## src/rtl/pipe_stall_ctrl.sv

```systemverilog
// rtl/pipe_stall_ctrl.sv - stall/flush sequencer for the 5-stage RV32IM pipeline
//
// Purpose:
//   Drives the enable/flush controls of the PC and every pipeline register.
//   It combines three sources, listed from highest to lowest priority in IDLE:
//     1. taken branch/jump redirect flush
//     2. multi-cycle MUL/DIV occupancy in EX
//     3. load-use bubble insertion
//   While an MDU op is in flight (BUSY), redirect and load-use are ignored.
//
// Parameters:
//   MUL_LAT  cycles a MUL/MULH* op occupies EX (>=1)
//   DIV_LAT  cycles a DIV/DIVU/REM/REMU op occupies EX (>=1)
//
// Ports:
//   clk, rst             rising-edge clock, asynchronous active-high reset
//   is_taken             EX-stage branch/jump resolved taken
//   instr_D, instr_E     instruction words in ID and EX
//   mdu_start            one-cycle pulse, MDU latches EX operands
//   mdu_busy             MDU op in flight
//   pc_enable            PC enable
//   <stage>_enable/flush enables and flush-to-NOP for IF/ID, ID/EX, EX/MEM, ME/WB
//
// Optional feature (macro PIPE_STALL_PERF_EN):
//   adds 32-bit wrapping counters perf_stall_cyc, perf_flush_cnt, perf_lu_cnt.

module pipe_stall_ctrl #(
  parameter int MUL_LAT = 2,
  parameter int DIV_LAT = 33
) (
  input  logic        clk,
  input  logic        rst,
  input  logic        is_taken,
  input  logic [31:0] instr_D,
  input  logic [31:0] instr_E,
  output logic        mdu_start,
  output logic        mdu_busy,
  output logic        pc_enable,
  output logic        IF_ID_enable,
  output logic        IF_ID_flush,
  output logic        ID_EX_enable,
  output logic        ID_EX_flush,
  output logic        EX_ME_enable,
  output logic        EX_ME_flush,
  output logic        ME_WB_enable,
  output logic        ME_WB_flush
`ifdef PIPE_STALL_PERF_EN
  ,
  output logic [31:0] perf_stall_cyc,
  output logic [31:0] perf_flush_cnt,
  output logic [31:0] perf_lu_cnt
`endif
);

  localparam int MAX_LAT = (MUL_LAT > DIV_LAT) ? MUL_LAT : DIV_LAT;
  localparam int CW      = $clog2(MAX_LAT) + 1;

  localparam logic [CW-1:0] MUL_L = CW'(MUL_LAT);
  localparam logic [CW-1:0] DIV_L = CW'(DIV_LAT);
  localparam logic [CW-1:0] ONE   = CW'(1);
  localparam logic [CW-1:0] TWO   = CW'(2);

  localparam logic [6:0] OP_REG    = 7'b0110011;
  localparam logic [6:0] OP_LOAD   = 7'b0000011;
  localparam logic [6:0] OP_STORE  = 7'b0100011;
  localparam logic [6:0] OP_BRANCH = 7'b1100011;
  localparam logic [6:0] OP_JAL    = 7'b1101111;
  localparam logic [6:0] OP_JALR   = 7'b1100111;
  localparam logic [6:0] OP_LUI    = 7'b0110111;
  localparam logic [6:0] OP_AUIPC  = 7'b0010111;

  typedef enum logic [1:0] {
    S_IDLE = 2'd0,
    S_BUSY = 2'd1,
    S_DONE = 2'd2
  } state_t;

  state_t        r_state;
  state_t        w_state_nxt;
  logic [CW-1:0] r_cnt;
  logic [CW-1:0] w_cnt_nxt;

  // Decode
  logic [6:0]    w_op_D;
  logic [6:0]    w_op_E;
  logic [4:0]    w_rd_E;
  logic [4:0]    w_rs1_D;
  logic [4:0]    w_rs2_D;
  logic          w_mdu_op_E;
  logic [CW-1:0] w_lat;
  logic          w_rs1_used;
  logic          w_rs2_used;
  logic          w_load_use;
  logic          w_branch;
  logic          w_br_fire;
  logic          w_lu_fire;
  logic          w_unused;

  assign w_op_D  = instr_D[6:0];
  assign w_op_E  = instr_E[6:0];
  assign w_rd_E  = instr_E[11:7];
  assign w_rs1_D = instr_D[19:15];
  assign w_rs2_D = instr_D[24:20];

  assign w_mdu_op_E = (w_op_E == OP_REG) && (instr_E[31:25] == 7'b0000001);
  // funct3[2] separates DIV/DIVU/REM/REMU from the MUL family
  assign w_lat      = instr_E[14] ? DIV_L : MUL_L;

  assign w_rs1_used = !((w_op_D == OP_LUI) || (w_op_D == OP_AUIPC) || (w_op_D == OP_JAL));
  assign w_rs2_used = (w_op_D == OP_REG) || (w_op_D == OP_STORE) || (w_op_D == OP_BRANCH);

  assign w_load_use = (w_op_E == OP_LOAD) && (w_rd_E != 5'd0) &&
                      (((w_rs1_D == w_rd_E) && w_rs1_used) ||
                       ((w_rs2_D == w_rd_E) && w_rs2_used));

  assign w_branch = is_taken &&
                    ((w_op_E == OP_BRANCH) || (w_op_E == OP_JAL) || (w_op_E == OP_JALR));

  assign w_unused = &{1'b0, instr_D[31:25], instr_D[14:7], instr_E[24:15], instr_E[13:12]};

  // State register
  always_ff @(posedge clk or posedge rst) begin
    if (rst) begin
      r_state <= S_IDLE;
      r_cnt   <= '0;
    end else begin
      r_state <= w_state_nxt;
      r_cnt   <= w_cnt_nxt;
    end
  end

  // Next-state logic. The start cycle counts as the first stalled cycle, so
  // BUSY lasts lat-1 cycles (cnt runs lat-2 .. 0) before the DONE cycle.
  always_comb begin
    w_state_nxt = r_state;
    w_cnt_nxt   = r_cnt;
    case (r_state)
      S_IDLE: begin
        if (!w_branch && w_mdu_op_E) begin
          if (w_lat == ONE) begin
            w_state_nxt = S_DONE;
          end else begin
            w_cnt_nxt   = w_lat - TWO;
            w_state_nxt = S_BUSY;
          end
        end
      end
      S_BUSY: begin
        if (r_cnt == '0) begin
          w_state_nxt = S_DONE;
        end else begin
          w_cnt_nxt = r_cnt - ONE;
        end
      end
      S_DONE:  w_state_nxt = S_IDLE;
      default: w_state_nxt = S_IDLE;
    endcase
  end

  // Output logic. Reset overrides combinationally so the outputs sit at their
  // defaults for the whole reset window, whatever is in ID/EX.
  always_comb begin
    mdu_start    = 1'b0;
    mdu_busy     = 1'b0;
    pc_enable    = 1'b1;
    IF_ID_enable = 1'b1;
    IF_ID_flush  = 1'b0;
    ID_EX_enable = 1'b1;
    ID_EX_flush  = 1'b0;
    EX_ME_enable = 1'b1;
    EX_ME_flush  = 1'b0;
    ME_WB_enable = 1'b1;
    ME_WB_flush  = 1'b0;
    w_br_fire    = 1'b0;
    w_lu_fire    = 1'b0;
    if (!rst) begin
      case (r_state)
        S_IDLE: begin
          if (w_branch) begin
            w_br_fire    = 1'b1;
            IF_ID_flush  = 1'b1;
            ID_EX_flush  = 1'b1;
            ID_EX_enable = 1'b0;
            pc_enable    = 1'b1;
          end else if (w_mdu_op_E) begin
            mdu_start    = 1'b1;
            pc_enable    = 1'b0;
            IF_ID_enable = 1'b0;
            ID_EX_enable = 1'b0;
            EX_ME_flush  = 1'b1;
          end else if (w_load_use) begin
            w_lu_fire    = 1'b1;
            pc_enable    = 1'b0;
            IF_ID_enable = 1'b0;
            ID_EX_flush  = 1'b1;
          end
        end
        S_BUSY: begin
          mdu_busy     = 1'b1;
          pc_enable    = 1'b0;
          IF_ID_enable = 1'b0;
          ID_EX_enable = 1'b0;
          EX_ME_flush  = 1'b1;
        end
        // DONE: the MDU instruction advances with its result; no restart
        default: ;
      endcase
    end
  end

`ifdef PIPE_STALL_PERF_EN
  always_ff @(posedge clk or posedge rst) begin
    if (rst) begin
      perf_stall_cyc <= '0;
      perf_flush_cnt <= '0;
      perf_lu_cnt    <= '0;
    end else begin
      if (!pc_enable) perf_stall_cyc <= perf_stall_cyc + 32'd1;
      if (w_br_fire)  perf_flush_cnt <= perf_flush_cnt + 32'd1;
      if (w_lu_fire)  perf_lu_cnt    <= perf_lu_cnt + 32'd1;
    end
  end
`endif

endmodule

```

## config.mk

```make
export PLATFORM = sky130hd
export DESIGN_NAME = pipe_stall_ctrl
export DESIGN_NICKNAME = d
export VERILOG_FILES = /design/src/rtl/pipe_stall_ctrl.sv
export SDC_FILE = /design/constraint.sdc
export NUM_CORES = 1
export LEC_CHECK = 0
export ABC_AREA = 1
export ABC_CLOCK_PERIOD_IN_PS = 1300
export BUFFER_PORTS_ARGS = -buffer_cell sky130_fd_sc_hd__buf_2
export CAP_MARGIN = 20
export CORE_ASPECT_RATIO = 0.9
export CORE_MARGIN = 3
export CORE_UTILIZATION = 35
export DETAILED_ROUTE_END_ITERATION = 8
export GPL_TIMING_DRIVEN = 1
export PLACE_DENSITY = 0.76
export SLEW_MARGIN = 15
export SYNTH_ARGS = -nofsm -noshare
export SYNTH_HDL_FRONTEND = slang
export SYNTH_SLANG_ARGS = --single-unit
```

## constraint.sdc

```tcl
create_clock -name clk -period 1.3 [get_ports clk]
set_input_delay 0.065 -clock clk [delete_from_list [all_inputs] [get_ports clk]]
set_output_delay 0.065 -clock clk [all_outputs]
set_load 0.05 [all_outputs]
```

==> PnR_summary.wiki, run 1 <==
{| class="wikitable"
! Metric !! Value
|-
| Highest net fanout along the worst path || 5
|-
| Pin count of the biggest net entering global routing || 12
|-
| Synthesized instance count || 151
|-
| Max layer used || met3
|-
| Crit-path leading delay family || flip-flops
|-
| Unrepaired setup endpoints after global routing || true
|-
| Number of vias in the routed layout || 1188
|-
| Run status || finished, violations left
|-
| CP Launch Point || r_state[0]$_DFFE_PP0P_
|-
| Met1 routed wirelength after detailed routing || 1278 um
|-
| Core area || between 0.002 and 0.003 mm^2
|-
| Fraction of synthesis flops using an asynchronous set or reset pin || 100.0%
|-
| Post-synth top cells || nand2_1 (32), nor2_1 (22), inv_1 (15)
|-
| Post-DR wirelength/cell || 11.81 um
|-
| Area Overhead vs Synth || 62.69%
|-
| Reg clk slew, reported paths || 0.06 ns
|-
| Crit path time final || 1.497 ns
|-
| Number of H-tree levels || 1
|-
| DRC violations left || 0
|-
| Most Frequent Cell on Critical Path || inv_2
|-
| Largest cells by area after synthesis || dfrtp_1 (23%), nand2_1 (12%), nor2_1 (8.5%)
|-
| Leftover overflow at the end of global routing || 0
|-
| Die area || roughly 0.0035 mm^2
|-
| DR WL met3 || 205 um
|-
| Starting utilization of the core area || 38.24%
|-
| Area of all placed cells without fillers || approximately 0.0016 mm^2
|-
| Share of the cycle needed by the critical path after routing || 115.1%
|-
| I/O pin cnt || 78
|-
| Summed negative setup slack over all endpoints || -1.304 ns
|-
| Startpoint of the most critical register-to-register path || r_cnt[0]$_DFFE_PP0P_
|-
| Sequential cell area fraction in the yosys report || 23.08%
|-
| Initial DRC Count || 46
|-
| Count of fill cells added during filler insertion || 218
|-
| Source-to-sink clock delay at the later pin of the worst-skew pair || 0.26 ns
|-
| Power density relative to cell area || 468.2 mW/mm^2
|-
| Root buffer selected by CTS || clkbuf_4
|-
| CTS tree || yes
|-
| Final Worst Setup Slack || -0.1967 ns
|-
| Total standard cell area after synthesis || roughly 980 um^2
|-
| Most frequent cell after synthesis || nand2_1
|-
| Required arrival time at the worst endpoint || 1.24 ns
|-
| Share of post-route cells with drive strength above 1 || 50.23%
|-
| Wire length on met2 || 1456 um
|-
| Synth Warn # || 0
|-
| EDFF count, synth || 0
|-
| Violated checks || negative setup slack
|-
| Element type at the critical path start || flop
|-
| Number of placement rows || 17
|-
| Number of antenna violations at the first check in global routing || 0
|-
| GPL Wtd Cong || 0.8515
|-
| Post-synthesis cell type with the largest combined area || dfrtp_1
|-
| Average via count per standard cell || approximately 4.8
|-
| Number of pins with negative max-slew slack in the final report || 0
|-
| Synth Register Bits || 9
|-
| Setup crit end kind || output port
|-
| Total Power Consumption || 0.7434 mW
|-
| Final number of setup-violating endpoints || 13
|-
| Worst-case vdd ir drop || 0.4852 mV
|-
| Netlist cell types || 31
|-
| Final Hold Viols || 0
|-
| Worst Min Path Start || instr_E[14]
|-
| NumNets Final || 290
|-
| Total routing resource utilization after global routing || 15.14%
|-
| Static leakage power || 0.8478 nW
|-
| Type of the worst min-delay path || primary input to flop
|-
| Post-route ant nets || 0
|-
| Count of antenna diodes in the layout || 0
|-
| First-pass GRT wire length || 4119 um
|-
| Predominant post-synthesis flop cell || dfrtp_1
|-
| Highest attainable clock frequency || 668.2 MHz
|-
| DIE HEIGHT || 56.10 um
|-
| Crit Path Class || flop to output port
|-
| Wire length after detailed routing || 2941 um
|-
| Max Cap Violations || 0
|-
| Critical path, cell by cell || inv_2 > nor2_2 > inv_2 > a21oi_2 > buf_6
|-
| CTS buffer count || 3
|-
| CP max stage delay || 0.41 ns
|-
| Final worst clock skew || 0.0003688 ns
|-
| Top-area cell type share of the netlist area || 23.08%
|-
| Avg Synthesized Cell Area || 6.463 um^2
|-
| Number of buffers between clock root and the deepest sink || 2
|-
| Critical path buffer and inverter count || 3
|-
| Slowest cell on the critical path || dfrtp_1
|-
| Post-detailed-placement half-perimeter wirelength || about 2100 um
|-
| Number of port buffers || 47
|-
| Number of detailed-routing iterations run before antenna repair || 4
|-
| Placed instance area || 0.001333 mm^2
|-
| Arrival time at the worst endpoint || 1.43 ns
|-
| Number of global-route vias before repair || 996
|-
| Total clock sinks || 9
|-
| Die Span X || around 62 um
|}
what timing repair did:
item                                    in CTS  in global routing
buffers inserted                             6                  6
endpoints found under the setup margin      13                 17
pin swaps                                    3                  4
hold endpoints to repair                     9                  0
gates resized for setup                     21                 17
hold buffers                                 1                  0
final timing paths:
kind	end	slack [ns]	cells past startpoint
setup / recovery	EX_ME_flush	-0.20	5
hold / removal	r_cnt[3]$_DFFE_PP0P_	0.22	5
setup reg to reg	r_cnt[5]$_DFFE_PP0P_	-0.15	8
hold reg to reg	r_cnt[6]$_DFFE_PP0P_	0.50	2
max in group asynchronous	r_state[1]$_DFFE_PP0P_	0.62	3
min in group asynchronous	r_state[0]$_DFFE_PP0P_	0.40	3
flip-flops by register name (all words and copies together), names as in the netlist:
| signal | cells |
|---|---|
| r_cnt | 7 |
| r_state | 2 |
through the flow:
| step | cells | utilization, % | hold slack (ns) | worst slack, ns |
|---|---|---|---|---|
| 2_1_floorplan | 152 | - | -0.1071 | -0.1955 |
| 3_3_place_gp | 232 | 52.21 | 0.08799 | -0.09854 |
| 3_5_place_dp | 232 | 52.21 | 0.09771 | -0.1618 |
| 4_1_cts | 243 | 57.99 | 0.2141 | -0.1620 |
| 5_1_grt | 249 | 62.21 | 0.2720 | -0.2576 |
| 6_report | 249 | 62.21 | 0.2189 | -0.1967 |
worst reg2reg max path: cells and delay by family (launching register included):
kind	cells	cell delay (ns)
buffers and inverters	3	0.29
DFF	1	0.39
and+or+nand+nor	5	0.66
cell usage in the layout (no fill, tap or decap), types with 4 or more instances in the layout:
cell / Yosys / final
buf_4: 4 / 20
nor3_1: 6 / 4
buf_6: 0 / 8
nor3_4: 2 / 4
dfrtp_1: 9 / 8
o21ai_0: 6 / 5
nand2_1: 32 / 29
buf_2: 0 / 39
o21ai_2: 4 / 5
nand2_2: 7 / 7
nor2_1: 22 / 18
xor2_1: 4 / 4
nand3_1: 9 / 7
inv_2: 6 / 6
inv_1: 15 / 15
where the power goes:
part           switching, mW  internal, mW
sequential                 0         0.280
combinational          0.141         0.105
clock                 0.0995         0.118
total                  0.240         0.503
cell families after synthesis:
| family | after synthesis | synth area share, % |
|---|---|---|
| and+or+nand+nor | 87 | 43.33 |
| buffers and inverters | 27 | 13.59 |
| AOI/OAI and AO/OA | 18 | 11.67 |
| DFF | 9 | 23.08 |
| xor gates and xnor gates | 7 | 6.282 |
| other | 2 | 0.7695 |
| adders and majority gates | 1 | 1.282 |
layer usage:
layer  vias to the layer above  track usage, %
met5                         -               0
met4                         0           2.727
met3                         0           4.408
met2                        37           22.87
met1                       539           21.29
li1                        612               -
layout make-up:
type	instances	area (um^2)	area share (%)
multi-input cells	116	742.0	46.73
clock buffers	4	26.28	1.655
repair buffers	70	475.5	29.94
inverters	22	82.58	5.201
well taps	28	35.03	2.206
flip-flops and latches	9	226.5	14.26
Power figures use the tool's default switching activity.
==> run 2, diff against run 1 <==
--- a/config.mk
+++ b/config.mk
@@ -15,6 +15,7 @@
 export DETAILED_ROUTE_END_ITERATION = 8
 export GPL_TIMING_DRIVEN = 1
 export PLACE_DENSITY = 0.76
+export SKIP_CTS_REPAIR_TIMING = 1
 export SLEW_MARGIN = 15
 export SYNTH_ARGS = -nofsm -noshare
 export SYNTH_HDL_FRONTEND = slang
==> PnR_summary.wiki, run 2 (same netlist as run 1, synthesis figures left out) <==
{| class="wikitable"
! Metric !! Value
|-
| Run status || finished, violations left
|-
| Violated checks || negative setup slack
|-
| CTS tree || yes
|-
| Most common cell after layout, fill and taps aside || buf_2
|-
| Reg clk slew, reported paths || 0.06 ns
|-
| Count of antenna diodes in the layout || 0
|-
| Highest net fanout along the worst path || 4
|-
| Arrival time at the worst endpoint || approximately 1.4 ns
|-
| Pin count of the biggest net entering global routing || 12
|-
| Placed instance area || 0.001333 mm^2
|-
| Root buffer selected by CTS || clkbuf_4
|-
| Worst-case vdd ir drop || 0.4947 mV
|-
| Share of the cycle needed by the critical path after routing || 113.1%
|-
| Final worst clock skew || 0.002865 ns
|-
| Number of antenna violations at the first check in global routing || 0
|-
| Internal power of the cells || 0.4989 mW
|-
| Final Hold Viols || 0
|-
| First-pass GRT wire length || 3857 um
|-
| Setup crit end kind || output port
|-
| Switching share of power || 31.71%
|-
| Leftover overflow at the end of global routing || 0
|-
| Source-to-sink clock delay at the later pin of the worst-skew pair || 0.26 ns
|-
| Die area || 0.003459 mm^2
|-
| CTS buffer count || 3
|-
| Wire length after detailed routing || 2537 um
|-
| Number of port buffers || 47
|-
| Total routing resource utilization after global routing || between 10% and 20%
|-
| Most frequent cells in the layout || buf_2 (40), nand2_1 (30), nor2_1 (19), buf_4 (16), inv_1 (15)
|-
| Clock Power Share || 28.9%
|-
| Number of flip-flops in the largest register || 7
|-
| Total clock sinks || 9
|-
| Starting utilization of the core area || approximately two fifths
|-
| Final number of setup-violating endpoints || 14
|-
| NumNets Final || 284
|-
| Count of fill cells added during filler insertion || 239
|-
| Initial DRC Count || 51
|-
| Post-DR wirelength/cell || 10.44 um
|-
| Registers with the most flip-flops || r_cnt (7), r_state (2)
|-
| Static leakage power || 0.8102 nW
|-
| Summed negative setup slack over all endpoints || -1.602 ns
|-
| Share of power burned in registers || 38.3%
|-
| Required arrival time at the worst endpoint || 1.24 ns
|-
| Switching power total || 0.2317 mW
|-
| Die Span X || 61.66 um
|-
| Number of placement rows || 17
|-
| GPL Wtd Cong || 0.8515
|-
| Worst-case hold slack || about 0.22 ns
|-
| Area of all placed cells without fillers || 0.001498 mm^2
|-
| Number of global-route vias before repair || 921
|-
| Core area || 0.002552 mm^2
|-
| Number of pins with negative max-slew slack in the final report || 0
|-
| DRC violations left || 0
|-
| DIE HEIGHT || 56.10 um
|-
| Number of H-tree levels || 1
|-
| Share of post-route cells with drive strength above 1 || 46.98%
|-
| Max Cap Violations || 0
|-
| Highest attainable clock frequency || 680.2 MHz
|-
| I/O pin cnt || 78
|-
| Reg with most FFs || r_cnt
|-
| Unrepaired setup endpoints after global routing || true
|-
| Element type at the critical path start || flop
|-
| Power density relative to cell area || 487.8 mW/mm^2
|-
| Final Worst Setup Slack || -0.1701 ns
|-
| Area Overhead vs Synth || 53.46%
|-
| Crit path time final || 1.470 ns
|-
| Crit Path Class || flop to output port
|-
| Logic gate share of total power || 32.7%
|-
| Post-route ant nets || 0
|-
| Number of detailed-routing iterations run before antenna repair || 4
|-
| Average via count per standard cell || 4.671
|-
| Post-detailed-placement half-perimeter wirelength || 2078 um
|-
| Number of buffers between clock root and the deepest sink || 2
|-
| Type of the worst min-delay path || primary input to flop
|-
| Number of vias in the routed layout || 1135
|}
## run 2: cell types whose count changed in the layout (fill, tap and decap cells not counted), moves of 2 or more
cell / previous run / this run
nand3_2: 2 / 0
nand3_1: 7 / 9
buf_4: 20 / 16
buf_8: 2 / 0
## run 2: layout make-up
type                    count  area [um^2]  share of cell area, %
clock buffers               4        26.28                  1.754
inverters                  22        82.58                  5.514
multi-input cells         116        718.2                  47.95
flip-flops and latches      9        226.5                  15.12
well taps                  28        35.03                  2.339
repair buffers             64        409.1                  27.32
## run 2: final timing paths
check | start | endpoint | slack, ns | cells past startpoint
setup / recovery | r_state[1]$_DFFE_PP0P_ | ID_EX_flush | -0.17 | 5
hold / removal | instr_E[14] | r_cnt[2]$_DFFE_PP0P_ | 0.22 | 5
setup reg to reg | r_cnt[0]$_DFFE_PP0P_ | r_cnt[5]$_DFFE_PP0P_ | -0.14 | 9
hold reg to reg | r_cnt[6]$_DFFE_PP0P_ | r_cnt[6]$_DFFE_PP0P_ | 0.50 | 2
max in group asynchronous | rst | r_state[1]$_DFFE_PP0P_ | 0.62 | 3
min in group asynchronous | rst | r_state[0]$_DFFE_PP0P_ | 0.40 | 3
## run 2: through the flow
stage          instances  util, %  worst slack [ns]  total power [mW]
6_report             243    58.68           -0.1701            0.7306
4_1_cts              236    53.24           -0.3028            0.7208
2_1_floorplan        152        -           -0.1955            0.4115
3_3_place_gp         232    52.21          -0.09854            0.5000
5_1_grt              243    58.68           -0.2423            0.7771
3_5_place_dp         232    52.21           -0.1618            0.5035
## run 2: per-layer routing
metal | vias to the layer above | share of wire, % | GRT usage [%]
met5 | - | 0 | 0
li1 | 606 | - | -
met4 | 0 | 0 | 2.727
met1 | 499 | 47 | 20.59
met3 | 0 | 6.9 | 4.640
met2 | 30 | 46 | 20.48
## run 2: power by group through the flow
stage | Clock [mW] | Combinational [mW] | Sequential (mW)
floorplan | 0 | 0.126 | 0.285
global placement | 0 | 0.215 | 0.285
detailed placement | 0 | 0.218 | 0.285
CTS | 0.222 | 0.219 | 0.280
global route | 0.235 | 0.263 | 0.280
finish | 0.211 | 0.239 | 0.280
## run 2: critical path, cell delays in order (launching register included)
cell and delay (ns):
dfrtp_2 0.44, nor2_4 0.16, inv_2 0.07, nor3_4 0.17, o21bai_4 0.15, buf_6 0.17
==> run 3, diff against run 2 <==
--- a/config.mk
+++ b/config.mk
@@ -11,10 +11,9 @@
 export CAP_MARGIN = 20
 export CORE_ASPECT_RATIO = 0.9
 export CORE_MARGIN = 3
-export CORE_UTILIZATION = 35
+export CORE_UTILIZATION = 29
 export DETAILED_ROUTE_END_ITERATION = 8
 export GPL_TIMING_DRIVEN = 1
-export PLACE_DENSITY = 0.76
 export SKIP_CTS_REPAIR_TIMING = 1
 export SLEW_MARGIN = 15
 export SYNTH_ARGS = -nofsm -noshare
==> PnR_summary.wiki, run 3 (same netlist as run 1, synthesis figures left out) <==
{| class="wikitable"
! Metric !! Value
|-
| Number of port buffers || 47
|-
| Share of post-route cells with drive strength above 1 || 50.00%
|-
| Leftover overflow at the end of global routing || 0
|-
| Count of antenna diodes in the layout || 0
|-
| Pin count of the biggest net entering global routing || 12
|-
| Number of pins with negative max-slew slack in the final report || 0
|-
| Unrepaired setup endpoints after global routing || true
|-
| DIE HEIGHT || 61.04 um
|-
| Number of buffers between clock root and the deepest sink || 2
|-
| DRC violations left || 0
|-
| Static leakage power || 0.8613 nW
|-
| Wire length after detailed routing || between 2000 and 3000 um
|-
| Critical path buffer and inverter count || 2
|-
| Power density relative to cell area || 519.3 mW/mm^2
|-
| Total routing resource utilization after global routing || 13.48%
|-
| Reg clk slew, reported paths || around 0.040 ns
|-
| Source-to-sink clock delay at the later pin of the worst-skew pair || 0.23 ns
|-
| Total Power Consumption || 0.8524 mW
|-
| Violated checks || negative setup slack
|-
| I/O pin cnt || slightly below 80
|-
| Number of placement rows || 19
|-
| Crit Path Class || flop to flop
|-
| Crit-path leading delay family || simple AND/OR/NAND/NOR gates
|-
| Die area || 0.004099 mm^2
|-
| CP max stage delay || 0.38 ns
|-
| Number of global-route vias before repair || 999
|-
| Post-route ant nets || 0
|-
| Final Hold Viols || 0
|-
| NumNets Final || 287
|-
| Number of H-tree levels || 1
|-
| Post-detailed-placement half-perimeter wirelength || between 2000 and 2500 um
|-
| CTS tree || yes
|-
| Required arrival time at the worst endpoint || 1.41 ns
|-
| Root buffer selected by CTS || clkbuf_8
|-
| Setup crit end kind || flop
|-
| Final Worst Setup Slack || -0.1175 ns
|-
| Worst-case vdd ir drop || 0.7078 mV
|-
| CTS buffer count || 3
|-
| Highest attainable clock frequency || 705.5 MHz
|-
| Highest net fanout along the worst path || 2
|-
| Starting utilization of the core area || 31.10%
|-
| First-pass GRT wire length || about 4300 um
|-
| Area Overhead vs Synth || 68.20%
|-
| Reg with most FFs || r_cnt
|-
| Type of the worst min-delay path || primary input to flop
|-
| Most common cell after layout, fill and taps aside || buf_2
|-
| Crit path time final || 1.417 ns
|-
| Slowest cell on the critical path || dfrtp_1
|-
| Most frequent cells in the layout || buf_2 (39), nand2_1 (29), nor2_1 (17), inv_1 (15), buf_4 (15)
|-
| Initial DRC Count || 46
|-
| Number of detailed-routing iterations run before antenna repair || 4
|-
| Final number of setup-violating endpoints || 12
|-
| Number of antenna violations at the first check in global routing || 0
|-
| Core area || 0.003138 mm^2
|-
| Share of the cycle needed by the critical path after routing || 109.0%
|-
| Most Frequent Cell on Critical Path || nand2_4
|-
| Die Span X || 67.15 um
|-
| Run status || finished, violations left
|-
| Element type at the critical path start || flop
|-
| Arrival time at the worst endpoint || 1.53 ns
|-
| Max Cap Violations || 0
|-
| Registers with the most flip-flops || r_cnt (7), r_state (2)
|-
| Number of vias in the routed layout || 1182
|-
| Critical path, cell by cell || inv_2 > ha_4 > nand2_4 > nor3_4 > nand2_2 > nand2_4 > buf_6 > o21ai_2 > nor3b_2
|-
| Post-DR wirelength/cell || roughly 11 um
|-
| Number of flip-flops in the largest register || 7
|-
| End-of-flow core utilization || between 50% and 60%
|-
| Total clock sinks || 9
|-
| GPL Wtd Cong || a little over 0.8
|-
| Inst Count DP || 251
|-
| Non-filler instance count after layout || 260
|-
| Average via count per standard cell || roughly 4.5
|-
| Final worst clock skew || 0.001300 ns
|}
run 3: worst reg2reg max path: cells and delay by family, from the launching register on:
family / cells / cell delay (ns)
AOI/OAI and AO/OA: 1 / 0.04
adders and majority gates: 1 / 0.14
buffers and inverters: 2 / 0.18
DFF: 1 / 0.38
and+or+nand+nor: 5 / 0.55
run 3: area by class of cell:
cell class / count / area, um^2
repair buffers: 67 / 467.9
flip-flops and latches: 9 / 226.5
multi-input cells: 116 / 767.0
clock buffers: 4 / 45.04
inverters: 22 / 82.58
fillers: 316 / 1496
well taps: 42 / 52.55
run 3: path summary, 6_finish.rpt:
kind,start,end,slack [ns],cells past startpoint
worst max-delay path,r_cnt[0]$_DFFE_PP0P_,r_cnt[5]$_DFFE_PP0P_,-0.12,9
worst max register to register,r_cnt[0]$_DFFE_PP0P_,r_cnt[5]$_DFFE_PP0P_,-0.12,9
min in group asynchronous,rst,r_state[0]$_DFFE_PP0P_,0.41,3
worst min-delay path,instr_E[31],r_state[0]$_DFFE_PP0P_,0.26,4
worst min register to register,r_cnt[6]$_DFFE_PP0P_,r_cnt[6]$_DFFE_PP0P_,0.51,2
max in group asynchronous,rst,r_state[1]$_DFFE_PP0P_,0.61,3
run 3: report_power, final:
group          total (mW)  switching [mW]  internal (mW)
Clock               0.325           0.111          0.214
Sequential          0.281               0          0.281
Combinational       0.246           0.141          0.105
run 3: layer usage:
| layer | up-vias | wire (um) | global-route usage, % | share of wire [%] |
|---|---|---|---|---|
| li1 | 616 | - | - | - |
| met1 | 516 | 1265 | 18.92 | 45 |
| met2 | 46 | 1232 | 20.87 | 44 |
| met3 | 4 | 273 | 2.737 | 9.8 |
| met4 | 0 | 25 | 4.335 | 0.89 |
| met5 | - | 0 | 0 | 0 |
run 3: through the flow:
stage          hold WS, ns  cell area [um^2]  setup TNS [ns]  setup slack, ns
6_report            0.2576              1642         -0.9424          -0.1175
3_5_place_dp       0.09540              1388         -0.8539          -0.1405
2_1_floorplan      -0.1071              1037         -0.6250          -0.1955
5_1_grt             0.2808              1642          -1.905          -0.2292
3_3_place_gp       0.09510              1388         -0.4733         -0.09337
4_1_cts            -0.1486              1433          -2.070          -0.2934
